File: config.mk
export PLATFORM = sky130hd
export DESIGN_NAME = key_bank_ctrl
export DESIGN_NICKNAME = d
export VERILOG_FILES = /design/src/rtl/key_pkg.sv /design/src/rtl/key_chan.sv /design/src/rtl/key_bank_ctrl.sv
export SDC_FILE = /design/constraint.sdc
export NUM_CORES = 1
export LEC_CHECK = 0
export BUFFER_PORTS_ARGS = -buffer_cell sky130_fd_sc_hd__buf_2
export CORE_MARGIN = 2
export CORE_UTILIZATION = 30
export DETAILED_ROUTE_END_ITERATION = 10
export GPL_ROUTABILITY_DRIVEN = 0
export GPL_TIMING_DRIVEN = 0
export PLACE_DENSITY = 0.48
export SETUP_SLACK_MARGIN = 0.15
export SLEW_MARGIN = 10
export SYNTH_ARGS = -nofsm -noshare
export SYNTH_HDL_FRONTEND = slang
export SYNTH_HIERARCHICAL = 1
export SYNTH_SLANG_ARGS = --single-unit
File: constraint.sdc
create_clock -name clk -period 2.7 [get_ports clk]
set_clock_uncertainty 0.05 [all_clocks]
set_input_delay 0.135 -clock clk [delete_from_list [all_inputs] [get_ports clk]]
set_output_delay 0.135 -clock clk [all_outputs]
set_load 0.03 [all_outputs]
File: src/rtl/key_pkg.sv
// Shared definitions for the key bank: channel FSM states and timer sizing.
package key_pkg;

  typedef enum logic [1:0] {
    IDLE = 2'd0,
    PCHK = 2'd1,
    HELD = 2'd2,
    RCHK = 2'd3
  } key_state_t;

  // Timer must hold the largest terminal count of any of its uses.
  function automatic int unsigned key_tmr_w(input int unsigned dbn,
                                            input int unsigned dly,
                                            input int unsigned per);
    int unsigned m;
    m = dbn;
    if (dly > m) m = dly;
    if (per > m) m = per;
    return $clog2(m + 1);
  endfunction

endpackage

File: src/rtl/key_chan.sv
// One key channel: 2-FF synchroniser, debounce/repeat FSM and wrapping event counter.
module key_chan
  import key_pkg::*;
#(
  parameter int          KEY_ACT_LOW  = 1,
  parameter int unsigned DEBOUNCE_CYC = 1000000,
  parameter int          REPEAT_EN    = 0,
  parameter int unsigned REPEAT_DLY   = 25000000,
  parameter int unsigned REPEAT_PER   = 5000000,
  parameter int unsigned CNT_W        = 4
) (
  input  logic             clk,
  input  logic             rst_n,
  input  logic             key,
  input  logic             cnt_clr,
  output logic             key_level,
  output logic             key_press,
  output logic             key_release,
  output logic             key_repeat,
  output logic [CNT_W-1:0] key_cnt
);

  localparam int unsigned TMR_W = key_tmr_w(DEBOUNCE_CYC, REPEAT_DLY, REPEAT_PER);
  localparam logic [TMR_W-1:0] TMR_ONE  = TMR_W'(1);
  localparam logic [TMR_W-1:0] DB_LAST  = TMR_W'(DEBOUNCE_CYC - 1);
  localparam logic [TMR_W-1:0] DLY_LAST = TMR_W'(REPEAT_DLY - 1);
  localparam logic [TMR_W-1:0] PER_LAST = TMR_W'(REPEAT_PER - 1);
  localparam logic ACT_LOW = (KEY_ACT_LOW != 0);
  localparam logic REP_ON  = (REPEAT_EN != 0);

  logic             sync1;
  logic             sync2;
  logic             p;
  key_state_t       state;
  logic [TMR_W-1:0] dtmr;
  logic [TMR_W-1:0] rtmr;
  logic             rep_ph;

  // Released pin level is the reset value so reset never looks like a press.
  always_ff @(posedge clk or negedge rst_n) begin
    if (!rst_n) begin
      sync1 <= ACT_LOW;
      sync2 <= ACT_LOW;
    end else begin
      sync1 <= key;
      sync2 <= sync1;
    end
  end

  assign p = sync2 ^ ACT_LOW;

  always_ff @(posedge clk or negedge rst_n) begin
    if (!rst_n) begin
      state       <= IDLE;
      dtmr        <= '0;
      rtmr        <= '0;
      rep_ph      <= 1'b0;
      key_level   <= 1'b0;
      key_press   <= 1'b0;
      key_release <= 1'b0;
      key_repeat  <= 1'b0;
      key_cnt     <= '0;
    end else begin
      key_press   <= 1'b0;
      key_release <= 1'b0;
      key_repeat  <= 1'b0;
      if (cnt_clr) key_cnt <= '0;
      case (state)
        IDLE: begin
          if (p) begin
            state <= PCHK;
            dtmr  <= TMR_ONE;
          end
        end
        PCHK: begin
          if (!p) begin
            state <= IDLE;
          end else if (dtmr == DB_LAST) begin
            state     <= HELD;
            key_press <= 1'b1;
            key_level <= 1'b1;
            rtmr      <= '0;
            rep_ph    <= 1'b0;
            if (!cnt_clr) key_cnt <= key_cnt + 1'b1;
          end else begin
            dtmr <= dtmr + 1'b1;
          end
        end
        HELD: begin
          if (!p) begin
            state <= RCHK;
            dtmr  <= TMR_ONE;
          end else if (REP_ON) begin
            // First repeat waits the initial delay, later ones the period.
            if (rtmr == (rep_ph ? PER_LAST : DLY_LAST)) begin
              key_repeat <= 1'b1;
              rtmr       <= '0;
              rep_ph     <= 1'b1;
              if (!cnt_clr) key_cnt <= key_cnt + 1'b1;
            end else begin
              rtmr <= rtmr + 1'b1;
            end
          end
        end
        RCHK: begin
          if (p) begin
            state <= HELD;
          end else if (dtmr == DB_LAST) begin
            state       <= IDLE;
            key_release <= 1'b1;
            key_level   <= 1'b0;
          end else begin
            dtmr <= dtmr + 1'b1;
          end
        end
        default: state <= IDLE;
      endcase
    end
  end

endmodule

File: src/rtl/key_bank_ctrl.sv
// N-channel push-button front end: one independent key_chan per key pin.
module key_bank_ctrl
  import key_pkg::*;
#(
  parameter int          NUM_KEYS     = 4,
  parameter int          KEY_ACT_LOW  = 1,
  parameter int unsigned DEBOUNCE_CYC = 1000000,
  parameter int          REPEAT_EN    = 0,
  parameter int unsigned REPEAT_DLY   = 25000000,
  parameter int unsigned REPEAT_PER   = 5000000,
  parameter int unsigned CNT_W        = 4
) (
  input  logic                      clk,
  input  logic                      rst_n,
  input  logic [NUM_KEYS-1:0]       key,
  input  logic [NUM_KEYS-1:0]       cnt_clr,
  output logic [NUM_KEYS-1:0]       key_level,
  output logic [NUM_KEYS-1:0]       key_press,
  output logic [NUM_KEYS-1:0]       key_release,
  output logic [NUM_KEYS-1:0]       key_repeat,
  output logic [NUM_KEYS*CNT_W-1:0] key_cnt
);

  for (genvar i = 0; i < NUM_KEYS; i++) begin : g_chan
    key_chan #(
      .KEY_ACT_LOW (KEY_ACT_LOW),
      .DEBOUNCE_CYC(DEBOUNCE_CYC),
      .REPEAT_EN   (REPEAT_EN),
      .REPEAT_DLY  (REPEAT_DLY),
      .REPEAT_PER  (REPEAT_PER),
      .CNT_W       (CNT_W)
    ) u_chan (
      .clk        (clk),
      .rst_n      (rst_n),
      .key        (key[i]),
      .cnt_clr    (cnt_clr[i]),
      .key_level  (key_level[i]),
      .key_press  (key_press[i]),
      .key_release(key_release[i]),
      .key_repeat (key_repeat[i]),
      .key_cnt    (key_cnt[i*CNT_W +: CNT_W])
    );
  end

endmodule
==> impl_metrics.json <==
{
  "stdcell_area_um2": 9420,
  "slew_viol_final": 0,
  "portBuffers": 37,
  "cp_max_fo": 7,
  "r2r-start": "g_chan[2].u_chan/dtmr[6]",
  "hpwl_um": 13100,
  "wire_per_inst_um": 16.0,
  "num_vias": 6863,
  "yosysUniqueCellTypes": 65,
  "criticalPathCategory": "flip-flop to flip-flop",
  "mappedNetlistNets": 861,
  "ios": 42,
  "p_sw_w": 0.00133,
  "finalCritPeriodShare_pct": 100,
  "seq_area_frac_synth_pct": 46.4,
  "wl_met3_um": 554,
  "grt_use_total_pct": 15.8,
  "status": "finished, violations left",
  "synth_xor_area_share_pct": 1.69,
  "synth_mux_area_share_pct": 1.69,
  "maxCapViolCount": 0,
  "synth_compound_area_share_pct": 19.7,
  "critPathLaunchType": "flip-flop",
  "crit_start": "g_chan[2].u_chan/dtmr[6]",
  "timing.fmax_mhz": 369,
  "synth_ff_type": "dfrtp_1",
  "fin_ws_ns": -0.0116,
  "clk_latency_ns": 0.43,
  "synth_fa_ha_area_share_pct": 1.29,
  "fillCellCount": 2518,
  "final_cell_mix": "dfrtp_1, nand2_1, o21ai_0",
  "worst_pin_slew_ns": 0.639,
  "power.share.switching_pct": 25.6,
  "num_antenna_cells": 0,
  "power_frac_seq_pct": 45.1,
  "coreArea_um2": 25300,
  "synth.cell_area_um2": 7780,
  "clock_tree.buffer_depth": 2,
  "wl_met2_um": 9340,
  "grt_max_degree": 88,
  "die_h_um": 165,
  "layout-drive-gt1-share_pct": 16.3,
  "critPathArrivalTime_ns": 3.01,
  "power_density_nw_per_um2": 552,
  "dr.pass1.iters": 7,
  "cp_data_required_time_ns": 3.00,
  "antenna_found_initial": 0,
  "p_int_w": 0.00387,
  "grt_pass1_vias": 6502,
  "wl_met1_um": 10200,
  "timing.final.crit_period_ns": 2.71,
  "grt_overflow": 0,
  "layout_commonest_cell": "dfrtp_1",
  "cts_buffers": 17,
  "placed_cell_area_um2": 8430,
  "violations": "negative setup slack",
  "instances_no_fill": 1267,
  "leakage_nw": 3.99,
  "synth_simple_gate_area_share_pct": 25.4,
  "cts_htree_levels": 4,
  "clockPowerShare_pct": 47.1,
  "setup_viol": 1,
  "hold_path.class": "input port to asynchronous set/reset pin",
  "reg2regPathDepth": 6,
  "dieArea_um2": 27200,
  "cp-end-kind": "flip-flop",
  "hold_violations": 0,
  "vdd_ir_drop_max_mv": 0.302,
  "nets": 942,
  "synth_top_family_by_area": "simple AND/OR/NAND/NOR gates",
  "via_per_inst": 5.42,
  "fp-row-count": 58,
  "cts_tree": "done",
  "synthCells": 843,
  "route.detailed.drc": 0,
  "combPwrFrac_pct": 7.7,
  "wl_um": 20300,
  "drt_iter0_drc": 455,
  "placed_cells": 1211,
  "top_layer": "met4",
  "clockRootBuffer": "clkbuf_16",
  "start_util_pct": 30.7,
  "async_reset_ff_share_pct": 100,
  "die_x_um": 165,
  "reg2reg_setup_slack_ns": -0.01,
  "rsz0062_at_grt": "true",
  "cts_num_sinks": 144,
  "post_synth.cell_area_avg_um2": 9.23,
  "ys_warn_count": 6,
  "postRouteAntennaNets": 0,
  "synth_seq_cells": 144,
  "grt_pass1_wl_um": 34400,
  "clkTransAtPathRegs_ns": 0.07,
  "area_delta_synth_final_pct": 21.1,
  "max_slew_margin_pct": 57.3,
  "synth-edff-count": 0,
  "rr_endpoint": "g_chan[2].u_chan/key_cnt[3]"
}
==> critical path, stage by stage, from the launching register on <==
cell     delay, ns
dfrtp_1       0.43
or4b_4        0.51
or4_4         0.44
or4_4         0.50
buf_6         0.16
or4_4         0.42
a21oi_2       0.14
==> registers in the layout, summed over array words and instances (netlist names), named ones only <==
register and cells:
g_chan.u_chan/state 4, g_chan.u_chan/key_press 4, g_chan.u_chan/key_release 4, g_chan.u_chan/key_level 4
g_chan.u_chan/dtmr 100, g_chan.u_chan/key_cnt 16, g_chan.u_chan/sync2 4, g_chan.u_chan/sync1 4
==> Yosys cell counts, drive strengths merged (3+ instances only) <==
master / n / area [um^2]
a211o: 11 / 96.3
a21o: 7 / 52.6
a21oi: 38 / 190
a22o: 8 / 70.1
a31oi: 17 / 106
and3: 15 / 93.8
and4: 8 / 72.6
buf: 10 / 70.1
clkbuf: 35 / 134
conb: 4 / 15.0
dfrtp: 136 / 3400
dfstp: 8 / 210
ha: 8 / 100
inv: 21 / 78.8
mux2i: 12 / 120
nand2: 85 / 319
nand2b: 4 / 25.0
nand3: 58 / 295
nand4: 34 / 213
nor2: 54 / 205
nor3: 25 / 146
nor3b: 3 / 22.5
nor4: 18 / 134
nor4b: 7 / 67.6
o211a: 6 / 60.1
o211ai: 18 / 135
o21a: 6 / 45.0
o21ai: 66 / 334
o311ai: 6 / 52.6
o31ai: 26 / 195
o41ai: 12 / 105
or2: 4 / 25.0
or3: 16 / 100
or4: 19 / 146
or4b: 4 / 43.8
xnor2: 11 / 96.3
xor2: 4 / 35.0
==> worst max path at each step <==
stage,to,slack (ns),cells past startpoint
after floorplan,g_chan[0].u_chan/key_cnt[3],0.15,6
after global placement,g_chan[1].u_chan/dtmr[4],-0.92,1
after detailed placement,g_chan[0].u_chan/dtmr[1],-0.08,6
after CTS,g_chan[2].u_chan/key_cnt[3],0.03,6
after global routing,g_chan[2].u_chan/key_cnt[3],-0.07,6
final,g_chan[2].u_chan/key_cnt[3],-0.01,6
==> metrics by stage <==
stage | hold WS (ns) | setup TNS [ns] | power [W] | utilization (%) | worst slack (ns)
6_report | 0.158 | -0.0116 | 0.00520 | 37.2 | -0.0116
5_1_grt | 0.195 | -0.117 | 0.00545 | 37.2 | -0.0711
4_1_cts | 0.172 | 0 | 0.00528 | 36.4 | 0.0282
3_5_place_dp | 0.0545 | -0.108 | 0.00277 | 33.3 | -0.0828
3_3_place_gp | 0.191 | -122.91 | 0.00276 | 33.1 | -0.922
2_1_floorplan | -0.211 | 0 | 0.00261 | - | 0.147
==> power groups by stage <==
stage / Combinational, W / Clock [W] / Sequential (W)
6_report: 0.000401 / 0.00245 / 0.00235
5_1_grt: 0.000461 / 0.00263 / 0.00237
4_1_cts: 0.000401 / 0.00253 / 0.00235
3_5_place_dp: 0.000388 / 0 / 0.00238
3_3_place_gp: 0.000380 / 0 / 0.00238
2_1_floorplan: 0.000246 / 0 / 0.00236
==> cell families after synthesis <==
group / Yosys count
AO/OA/AOI/OAI: 231
XOR/XNOR: 15
adder cells (fa/ha/maj): 8
buffers and inverters: 66
flip-flops: 144
multiplexers: 13
other: 4
AND/OR/NAND/NOR: 362
==> metal layers <==
metal  vias up  track usage [%]
met3        18             2.74
li1       3360                -
met4         0             5.22
met1      3378             22.3
met2       107             24.6
met5         -                0
==> repair_timing <==
action	CTS	global route
gates resized for setup	11	30
setup buffers	8	7
hold buffers	9	0
endpoints found under the setup margin	17	58
endpoints found under the hold margin	74	0
pin swaps	2	5
cloned	0	0
==> cell type report <==
| class | count | area (um^2) | area share [%] |
|---|---|---|---|
| plain buffers | 45 | 228 | 2.42 |
| clock buffers | 20 | 447 | 4.74 |
| clock inverters | 12 | 163 | 1.73 |
| inverters | 21 | 78.8 | 0.837 |
| multi-input cells | 633 | 4040 | 42.9 |
| flip-flops and latches | 144 | 3620 | 38.4 |
| well taps | 330 | 413 | 4.38 |
| repair buffers | 62 | 438 | 4.65 |
Note: power is estimated with default switching activity, not from simulation.
